### src/rtl/uart_pkg.sv
// Shared types and constants for the UART transmit path.
// The PARITY state exists only when UART_TX_PARITY_EN is defined.
package uart_pkg;

    localparam int   DATA_BITS      = 8;
    localparam int   OVERSAMPLE_DEF = 16;
    localparam logic IDLE_LEVEL     = 1'b1;

`ifdef UART_TX_PARITY_EN
    typedef enum logic [2:0] {
        IDLE   = 3'd0,
        START  = 3'd1,
        DATA   = 3'd2,
        PARITY = 3'd3,
        STOP   = 3'd4
    } tx_state_t;
`else
    typedef enum logic [2:0] {
        IDLE   = 3'd0,
        START  = 3'd1,
        DATA   = 3'd2,
        STOP   = 3'd4
    } tx_state_t;
`endif

endpackage

### src/rtl/uart_tx_fifo.sv
// Small synchronous byte FIFO feeding the transmitter; read data is
// presented combinationally from the head entry whenever not empty.
module uart_tx_fifo #(
    parameter int DEPTH = 4,
    parameter int WIDTH = 8
) (
    input  logic             clk,
    input  logic             rst,
    input  logic             push,
    input  logic [WIDTH-1:0] wdata,
    input  logic             pop,
    output logic [WIDTH-1:0] rdata,
    output logic             full,
    output logic             empty
);

    localparam int             AW       = $clog2(DEPTH);
    localparam logic [AW:0]    FULL_CNT = (AW+1)'(DEPTH);

    logic [WIDTH-1:0] mem [DEPTH];
    logic [AW-1:0]    wr_ptr;
    logic [AW-1:0]    rd_ptr;
    logic [AW:0]      count;
    logic             do_push;
    logic             do_pop;

    assign full    = (count == FULL_CNT);
    assign empty   = (count == '0);
    assign do_push = push && !full;
    assign do_pop  = pop && !empty;
    assign rdata   = mem[rd_ptr];

    // Pointers wrap naturally because DEPTH is a power of two.
    always_ff @(posedge clk or posedge rst) begin
        if (rst) begin
            wr_ptr <= '0;
            rd_ptr <= '0;
            count  <= '0;
        end else begin
            if (do_push) wr_ptr <= wr_ptr + 1'b1;
            if (do_pop)  rd_ptr <= rd_ptr + 1'b1;
            if (do_push && !do_pop)      count <= count + 1'b1;
            else if (do_pop && !do_push) count <= count - 1'b1;
        end
    end

    always_ff @(posedge clk) begin
        if (do_push) mem[wr_ptr] <= wdata;
    end

endmodule

### src/rtl/uart_tx_module.sv
// UART transmitter: FIFO-buffered bytes sent as start, 8 data LSB first,
// optional even parity (UART_TX_PARITY_EN), stop; bit time = OVERSAMPLE ticks.
module uart_tx_module
    import uart_pkg::*;
#(
    parameter int FIFO_DEPTH = 4,
    parameter int OVERSAMPLE = OVERSAMPLE_DEF
) (
    input  logic       clk,
    input  logic       rst,
    input  logic       tick,
    input  logic [7:0] data_in,
    input  logic       data_in_valid,
    output logic       data_in_ready,
    output logic       Tx,
    output logic       tx_busy
);

    localparam int                CW       = $clog2(OVERSAMPLE);
    localparam logic [CW-1:0]     TICK_END = CW'(OVERSAMPLE - 1);
    localparam logic [2:0]        LAST_IDX = 3'(DATA_BITS - 1);

    tx_state_t              state;
    logic [CW-1:0]          tick_cnt;
    logic [2:0]             bit_idx;
    logic [DATA_BITS-1:0]   shift;
    logic [DATA_BITS-1:0]   fifo_rdata;
    logic                   fifo_full;
    logic                   fifo_empty;
    logic                   fifo_pop;
    logic                   bit_done;
    logic                   line;
`ifdef UART_TX_PARITY_EN
    logic                   parity_bit;
`endif

    uart_tx_fifo #(
        .DEPTH (FIFO_DEPTH),
        .WIDTH (DATA_BITS)
    ) u_fifo (
        .clk   (clk),
        .rst   (rst),
        .push  (data_in_valid),
        .wdata (data_in),
        .pop   (fifo_pop),
        .rdata (fifo_rdata),
        .full  (fifo_full),
        .empty (fifo_empty)
    );

    assign data_in_ready = !fifo_full;
    assign fifo_pop      = (state == IDLE) && !fifo_empty;
    assign bit_done      = tick && (tick_cnt == TICK_END);
    assign tx_busy       = (state != IDLE) || !fifo_empty;

    always_comb begin
        line = IDLE_LEVEL;
        case (state)
            START:   line = 1'b0;
            DATA:    line = shift[0];
`ifdef UART_TX_PARITY_EN
            PARITY:  line = parity_bit;
`endif
            default: line = IDLE_LEVEL;
        endcase
    end

    // Tx is the registered line level, so the line lags the state by one clk.
    always_ff @(posedge clk or posedge rst) begin
        if (rst) begin
            state      <= IDLE;
            tick_cnt   <= '0;
            bit_idx    <= '0;
            shift      <= '0;
            Tx         <= IDLE_LEVEL;
`ifdef UART_TX_PARITY_EN
            parity_bit <= 1'b0;
`endif
        end else begin
            Tx <= line;
            if (state == IDLE) begin
                if (!fifo_empty) begin
                    shift      <= fifo_rdata;
`ifdef UART_TX_PARITY_EN
                    parity_bit <= ^fifo_rdata;
`endif
                    tick_cnt   <= '0;
                    bit_idx    <= '0;
                    state      <= START;
                end
            end else if (tick) begin
                tick_cnt <= bit_done ? '0 : tick_cnt + 1'b1;
                if (bit_done) begin
                    case (state)
                        START: state <= DATA;
                        DATA: begin
                            shift   <= shift >> 1;
                            bit_idx <= bit_idx + 3'd1;
                            if (bit_idx == LAST_IDX) begin
`ifdef UART_TX_PARITY_EN
                                state <= PARITY;
`else
                                state <= STOP;
`endif
                            end
                        end
`ifdef UART_TX_PARITY_EN
                        PARITY: state <= STOP;
`endif
                        STOP:    state <= IDLE;
                        default: state <= IDLE;
                    endcase
                end
            end
        end
    end

endmodule

### config.mk
export PLATFORM = sky130hd
export DESIGN_NAME = uart_tx_module
export DESIGN_NICKNAME = d
export VERILOG_FILES = /design/src/rtl/uart_pkg.sv /design/src/rtl/uart_tx_fifo.sv /design/src/rtl/uart_tx_module.sv
export SDC_FILE = /design/constraint.sdc
export NUM_CORES = 1
export LEC_CHECK = 0
export CORE_MARGIN = 5
export CORE_UTILIZATION = 45
export CTS_CLUSTER_SIZE = 25
export DETAILED_ROUTE_END_ITERATION = 10
export GPL_ROUTABILITY_DRIVEN = 1
export MAX_ROUTING_LAYER = met4
export PLACE_DENSITY = 0.69
export SLEW_MARGIN = 40
export SYNTH_ARGS = -nofsm -noshare
export SYNTH_HDL_FRONTEND = slang
export SYNTH_SLANG_ARGS = --single-unit
export TNS_END_PERCENT = 50
### constraint.sdc
create_clock -name clk -period 2.1 [get_ports clk]
set_input_delay 0.21 -clock clk [delete_from_list [all_inputs] [get_ports clk]]
set_output_delay 0.21 -clock clk [all_outputs]
set_load 0.02 [all_outputs]
Word-level counts from Yosys, hierarchy flattened
Memory sizes are Yosys's and may differ from the RTL's.
Cells that the tools add are included.
{"block": "op_classes", "add_sub_neg": 6, "multipliers": 0, "div_mod_pow": 0, "n_lt_le_gt_ge": 0, "eq_ne": 7, "shifts": 0, "n_mux": 25, "n_bitwise": 0, "reduce_logical": 21}
{"cell": "$mux W8", "n": 5}
{"cell": "$mux W3", "n": 12}
{"cell": "$mux W4", "n": 4}
{"cell": "$reduce_and A4 Y1", "n": 2}
{"cell": "$reduce_bool A2 Y1", "n": 4}
{"cell": "$add A3 B1 Y3 const B", "n": 2}
{"cell": "$eq A3 B3 Y1 const B", "n": 2}
{"cell": "$logic_and A1 B1 Y1", "n": 6}
{"cell": "$logic_not A3 Y1", "n": 2}
{"cell": "$pmux W3 S2", "n": 1}
{"cell": "$add A2 B1 Y2 const B", "n": 2}
{"cell": "$add A4 B1 Y4 const B", "n": 1}
{"cell": "$eq A4 B4 Y1 const B", "n": 1}
{"cell": "$logic_not A1 Y1", "n": 4}
{"cell": "$eq A3 B1 Y1 const B", "n": 1}
{"cell": "$eq A3 B2 Y1 const B", "n": 1}
{"cell": "$ne A3 B3 Y1 const B", "n": 1}
{"cell": "$reduce_bool A3 Y1", "n": 1}
{"cell": "$sub A3 B1 Y3 const B", "n": 1}
{"cell": "$mux W1", "n": 2}
{"cell": "$ne A2 B2 Y1 const B", "n": 1}
{"cell": "$pmux W1 S2", "n": 1}
{"cell": "$reduce_and A2 Y1", "n": 1}
{"cell": "$logic_or A1 B1 Y1", "n": 1}
{"block": "totals", "regBits": 26, "latchBits": 0, "ram_bits": 32, "romBits": 0, "input_bits": 12, "out_inout_bits": 3, "wordCells": 68, "n_memories": 1}
{"memory": "u_fifo.mem", "depth": 4, "word_bits": 8, "rd": 1, "rd_clocked_by_memory_dff": 0, "write_ports": 1, "line_no": "uart_tx_fifo.sv:20", "text": "logic [WIDTH-1:0] mem [DEPTH];"}

Depth between registers and ports, before layout
{"block": "depth", "depth_word": 7, "ltp_mapped": 11, "depth_no_buf": 9}

Modules after synthesis
Synthesis repeated with hierarchy kept, for this count alone.
{"block": "unflattened", "hier_cells": 169, "hier_area_um2": 2610.0}
{"mod": "uart_tx_fifo", "n_inst": 1, "cells_per_inst": 78, "area_per_inst_um2": 1592.8, "seq_area_each_um2": 1136.1}
{"mod": "uart_tx_module", "n_inst": 1, "cells_per_inst": 91, "area_per_inst_um2": 1017.2, "seq_area_each_um2": 476.7}

Least setup slack after synthesis
OpenSTA, ideal clock, no wires.
{"block": "synth_path", "path_type": "register to register", "from": "register state[0]", "to": "register u_fifo.count[1]", "setup_time_ns": 0.125, "arrival_time_ns": 2.106, "required_time_ns": 1.975, "slack_ns": -0.130, "stages_incl_launch_ff": 10, "n_path_buf": 2, "period_less_slack_ns": 2.230, "cell_sequence": "dfrtp_1 -> buf_6 -> or3_1 -> buf_6 -> nor2_8 -> inv_2 -> ha_1 -> inv_1 -> fa_1 -> mux2_2"}
{"block": "synth_via", "elab_chain_len": 6, "word_cells_on_any_way": 8, "cone_classes": "mux (1); reduce/logical (7)"}
{"item": "from (decl)", "line_no": "uart_tx_module.sv:23", "text": "tx_state_t state;"}
{"item": "from (signal assigned)", "line_no": "uart_tx_module.sv:71", "text": "state <= IDLE;"}
{"item": "from (signal assigned)", "line_no": "uart_tx_module.sv:89", "text": "state <= START;"}
{"item": "from (signal assigned)", "line_no": "uart_tx_module.sv:95", "text": "START: state <= DATA;"}
{"item": "$logic_not A3 Y1 (*)", "line_no": "uart_tx_module.sv:52", "text": "assign fifo_pop = (state == IDLE) && !fifo_empty;"}
{"item": "$logic_and A1 B1 Y1 (*)", "line_no": "uart_tx_module.sv:52"}
{"item": "$logic_and A1 B1 Y1 (*)", "line_no": "uart_tx_fifo.sv:30", "text": "assign do_pop = pop && !empty;"}
{"item": "$logic_not A1 Y1", "line_no": "uart_tx_fifo.sv:42", "text": "if (do_push && !do_pop) count <= count + 1'b1;"}
{"item": "$logic_and A1 B1 Y1", "line_no": "uart_tx_fifo.sv:42"}
{"item": "$mux W3 or $reduce_bool A2 Y1 (tied branches)"}
{"item": "to (signal assigned)", "line_no": "uart_tx_fifo.sv:42"}
{"item": "to (signal assigned)", "line_no": "uart_tx_fifo.sv:43", "text": "else if (do_pop && !do_push) count <= count - 1'b1;"}
{"item": "to (decl)", "line_no": "uart_tx_fifo.sv:23", "text": "logic [AW:0] count;"}
Mark *: on every way between the ends. The rest lies on a longest branch, timed or not.
A chain may end at the register's enable or synchronous reset.

Worst setup path in the final report
{"block": "layout_path", "from": "register state[1]", "to": "register u_fifo.count[1]"}
The elaborated chain is that of the path after synthesis.

==> key figures <==
Outcome
  • Status: finished, final reports clean

Floorplan
  • Die W: 85.5 microns
  • FP Rows: 27
  • Initial Util: 46.5%
  • Core Area: 0.00551 sq mm
  • Area of the die: 0.00730 sq mm
  • Die Ht: 85.5 microns
  • Num ports: 15

Route
  • Drt drc: 0
  • DRT antenna net count: 0
  • Routed wire length: 4210 microns
  • DR WL/cell: 14.4 microns
  • Vias per Instance: 4.99
  • Iteration-0 DRC Markers: 72
  • TritonRoute pass-1 iters: 4
  • Vias post-DR: 1461

STA
  • Worst slew margin: 69.3%
  • Tcrit/Tclk final: 94.9%
  • Setup ws final: 0.106 ns
  • Minimum clock period after layout: 1.99 ns
  • RSZ-0062 raised after global routing: no
  • Clk_skew: 0.00384 ns
  • Count of final max-slew check failures: 0
  • F_max: 502 MHz
  • Measured slew at the worst slew-check pin: 0.460 ns
  • Final Setup Violations: 0
  • Hold Fails Final Rpt: 0
  • Hold WS: 0.228 ns
  • Final setup TNS: 0 ns

Layout
  • Design area: 0.00302 sq mm
  • Most frequent cells in the layout: edfxtp_1, dfrtp_1, mux2i_1, buf_4, clkdlybuf4s50_1
  • Commonest non-fill, non-tap cell in the layout: edfxtp_1
  • Register area: 0.00161 sq mm
  • Filler cells: 449
  • Share of cells above drive strength 1: 17.2%
  • Final #Nets: 237
  • ANT cells: 0
  • Area delta synth->final: 17.8%
  • Area occupied by multi-input gates: 855 sq um

Setup path
  • Critical path class: reg2reg
  • Critical path arrival: 2.21 ns
  • CP endpoint kind: flip-flop
  • R2R Path End: u_fifo.count[1]$_DFFE_PP0P_
  • Worst Setup SP: state[1]$_DFFE_PP0P_
  • Crit start category: flip-flop
  • Reg2reg setup slack: 0.11 ns
  • Cells on worst reg2reg path: 7
  • Worst r2r src: state[1]$_DFFE_PP0P_
  • Worst EP required: 2.32 ns
  • CP max FO: 4

Place
  • Area after DPL: 0.00285 sq mm
  • Dpl ws: 0.0435 ns
  • DP Wirelength: 2960 microns
  • Port bufs: 14
  • Final Wtd Congestion: 0.754

Global route
  • Largest net degree at the start of global routing: 27
  • First-pass GRT wire length: 6880 microns
  • Initial antenna violation count: 0
  • Global Route Usage Sum: 13.1%
  • Grt total ovfl: 0
  • Vias in the first global route: 1416

Power
  • Power density over the cells: 1370 mW/mm^2
  • Tot Pwr: 0.00413 W
  • Static leakage: 1.31 nW
  • VDD IR max: 632 uV

Logic synthesis
  • Synth Warn #: 0
  • Synth Cell Area: 0.00256 sq mm
  • Synth cell types: 40
  • Post-Syn Nets: 206
  • Avg Inst Size Synth: 13.9 sq um
  • Synthesized instance count: 185
  • Cells taking the most area after synthesis: edfxtp_1, dfrtp_1, mux2i_1, ha_1, inv_1
  • Register area share after synthesis: 62.9%
  • Flops & latches, synth: 58
  • Synth top area share: 37.5%
  • Post-synthesis cell type with the largest combined area: edfxtp_1

Clock network
  • Clock slew at reported path FFs: 0.06 ns
  • Num Clock Sinks: 58
  • Hold Buf Count CTS: 0
  • H-tree levels: 3
  • TritonCTS clock tree: done
  • Root Driver: clkbuf_8
  • Clock Latency Late Sink: 0.33 ns
  • Clock Path Buffers: 2
  • CTS buffer count: 9

Job
  • Max_cap viols: 0

Min path
  • Hold Path Class: in2async
==> area by class of cell <==
type	count	share of cell area [%]
Multi-Input combinational cell	105	28.3
Sequential cell	58	53.5
Clock inverter	4	0.705
Clock buffer	12	4.48
Inverter	13	1.70
Timing Repair Buffer	29	8.37
Tap cell	72	2.98
==> sequential cells by signal (all words and copies together) (netlist names) <==
register / cells
Tx: 1
bit_idx: 3
shift: 8
state: 3
tick_cnt: 4
u_fifo.count: 3
u_fifo.mem: 32
u_fifo.rd_ptr: 2
u_fifo.wr_ptr: 2
==> metal layers <==
metal	track usage (%)	share of wire [%]	vias to the layer above	routed length (microns)
li1	-	-	731	-
met1	15.8	47	704	1980
met2	19.3	47	21	1970
met3	5.53	4.4	5	184
met4	5.61	1.7	0	70
met5	-	0	-	0
==> power breakdown <==
part           internal [W]  switching, W  total (W)
logic              0.000748      0.000799    0.00155
registers           0.00157      0.000184    0.00175
clock network      0.000420      0.000410   0.000830
total               0.00273       0.00139    0.00413
==> synthesized netlist by cell type, drive strengths merged <==
master	number
a21bo	2
a21oi	8
a22o	3
a2bb2oi	1
and2	1
and3	7
buf	6
clkbuf	3
dfrtp	25
dfstp	1
edfxtp	32
fa	1
ha	8
inv	13
mux2	3
mux2i	21
mux4	1
nand2	9
nand4	3
nor2	8
nor2b	1
nor3	3
o211ai	1
o21ai	4
o21bai	1
o22ai	7
o31a	1
o41ai	1
or3	1
or4	1
or4b	1
xnor2	4
xor2	3
==> logic make-up after synthesis <==
group | Yosys count | synth area share [%]
AOI/OAI and AO/OA | 29 | 7.62
xor gates and xnor gates | 7 | 2.39
adders and majority gates | 9 | 4.69
buffers and inverters | 22 | 4.20
DFF | 58 | 62.9
muxes | 25 | 10.4
and+or+nand+nor | 35 | 7.76
==> worst max-delay path: stages (launching register included) <==
cell and delay (ns):
dfrtp_1 0.37, or3_1 0.47, nor2_8 0.13, inv_4 0.06, ha_4 0.16, inv_2 0.05, fa_1 0.38, mux2_2 0.26
==> per-stage QoR <==
| stage | utilization, % | cells |
|---|---|---|
| after floorplan | - | 185 |
| after global placement | 51.8 | 276 |
| after detailed placement | 51.8 | 276 |
| after CTS | 54.7 | 292 |
| after global routing | 54.8 | 293 |
| final | 54.8 | 293 |
==> worst max-delay path by stage <==
stage,endpoint,slack [ns],cells past startpoint
after floorplan,u_fifo.count[1]$_DFFE_PP0P_,-0.003,9
after global placement,u_fifo.count[2]$_DFFE_PP0P_,0.09,8
after detailed placement,u_fifo.count[2]$_DFFE_PP0P_,0.04,8
after CTS,u_fifo.count[2]$_DFFE_PP0P_,0.07,10
after global routing,u_fifo.count[2]$_DFFE_PP0P_,0.001,10
final,u_fifo.count[1]$_DFFE_PP0P_,0.11,7
==> what timing repair did <==
action                                  4_1_cts  5_1_grt
gates resized for setup                       0        1
endpoints found under the hold margin         0        0
buffers inserted                              0        1
endpoints found under the setup margin        0        1
Note: power is estimated with default switching activity, not from simulation.
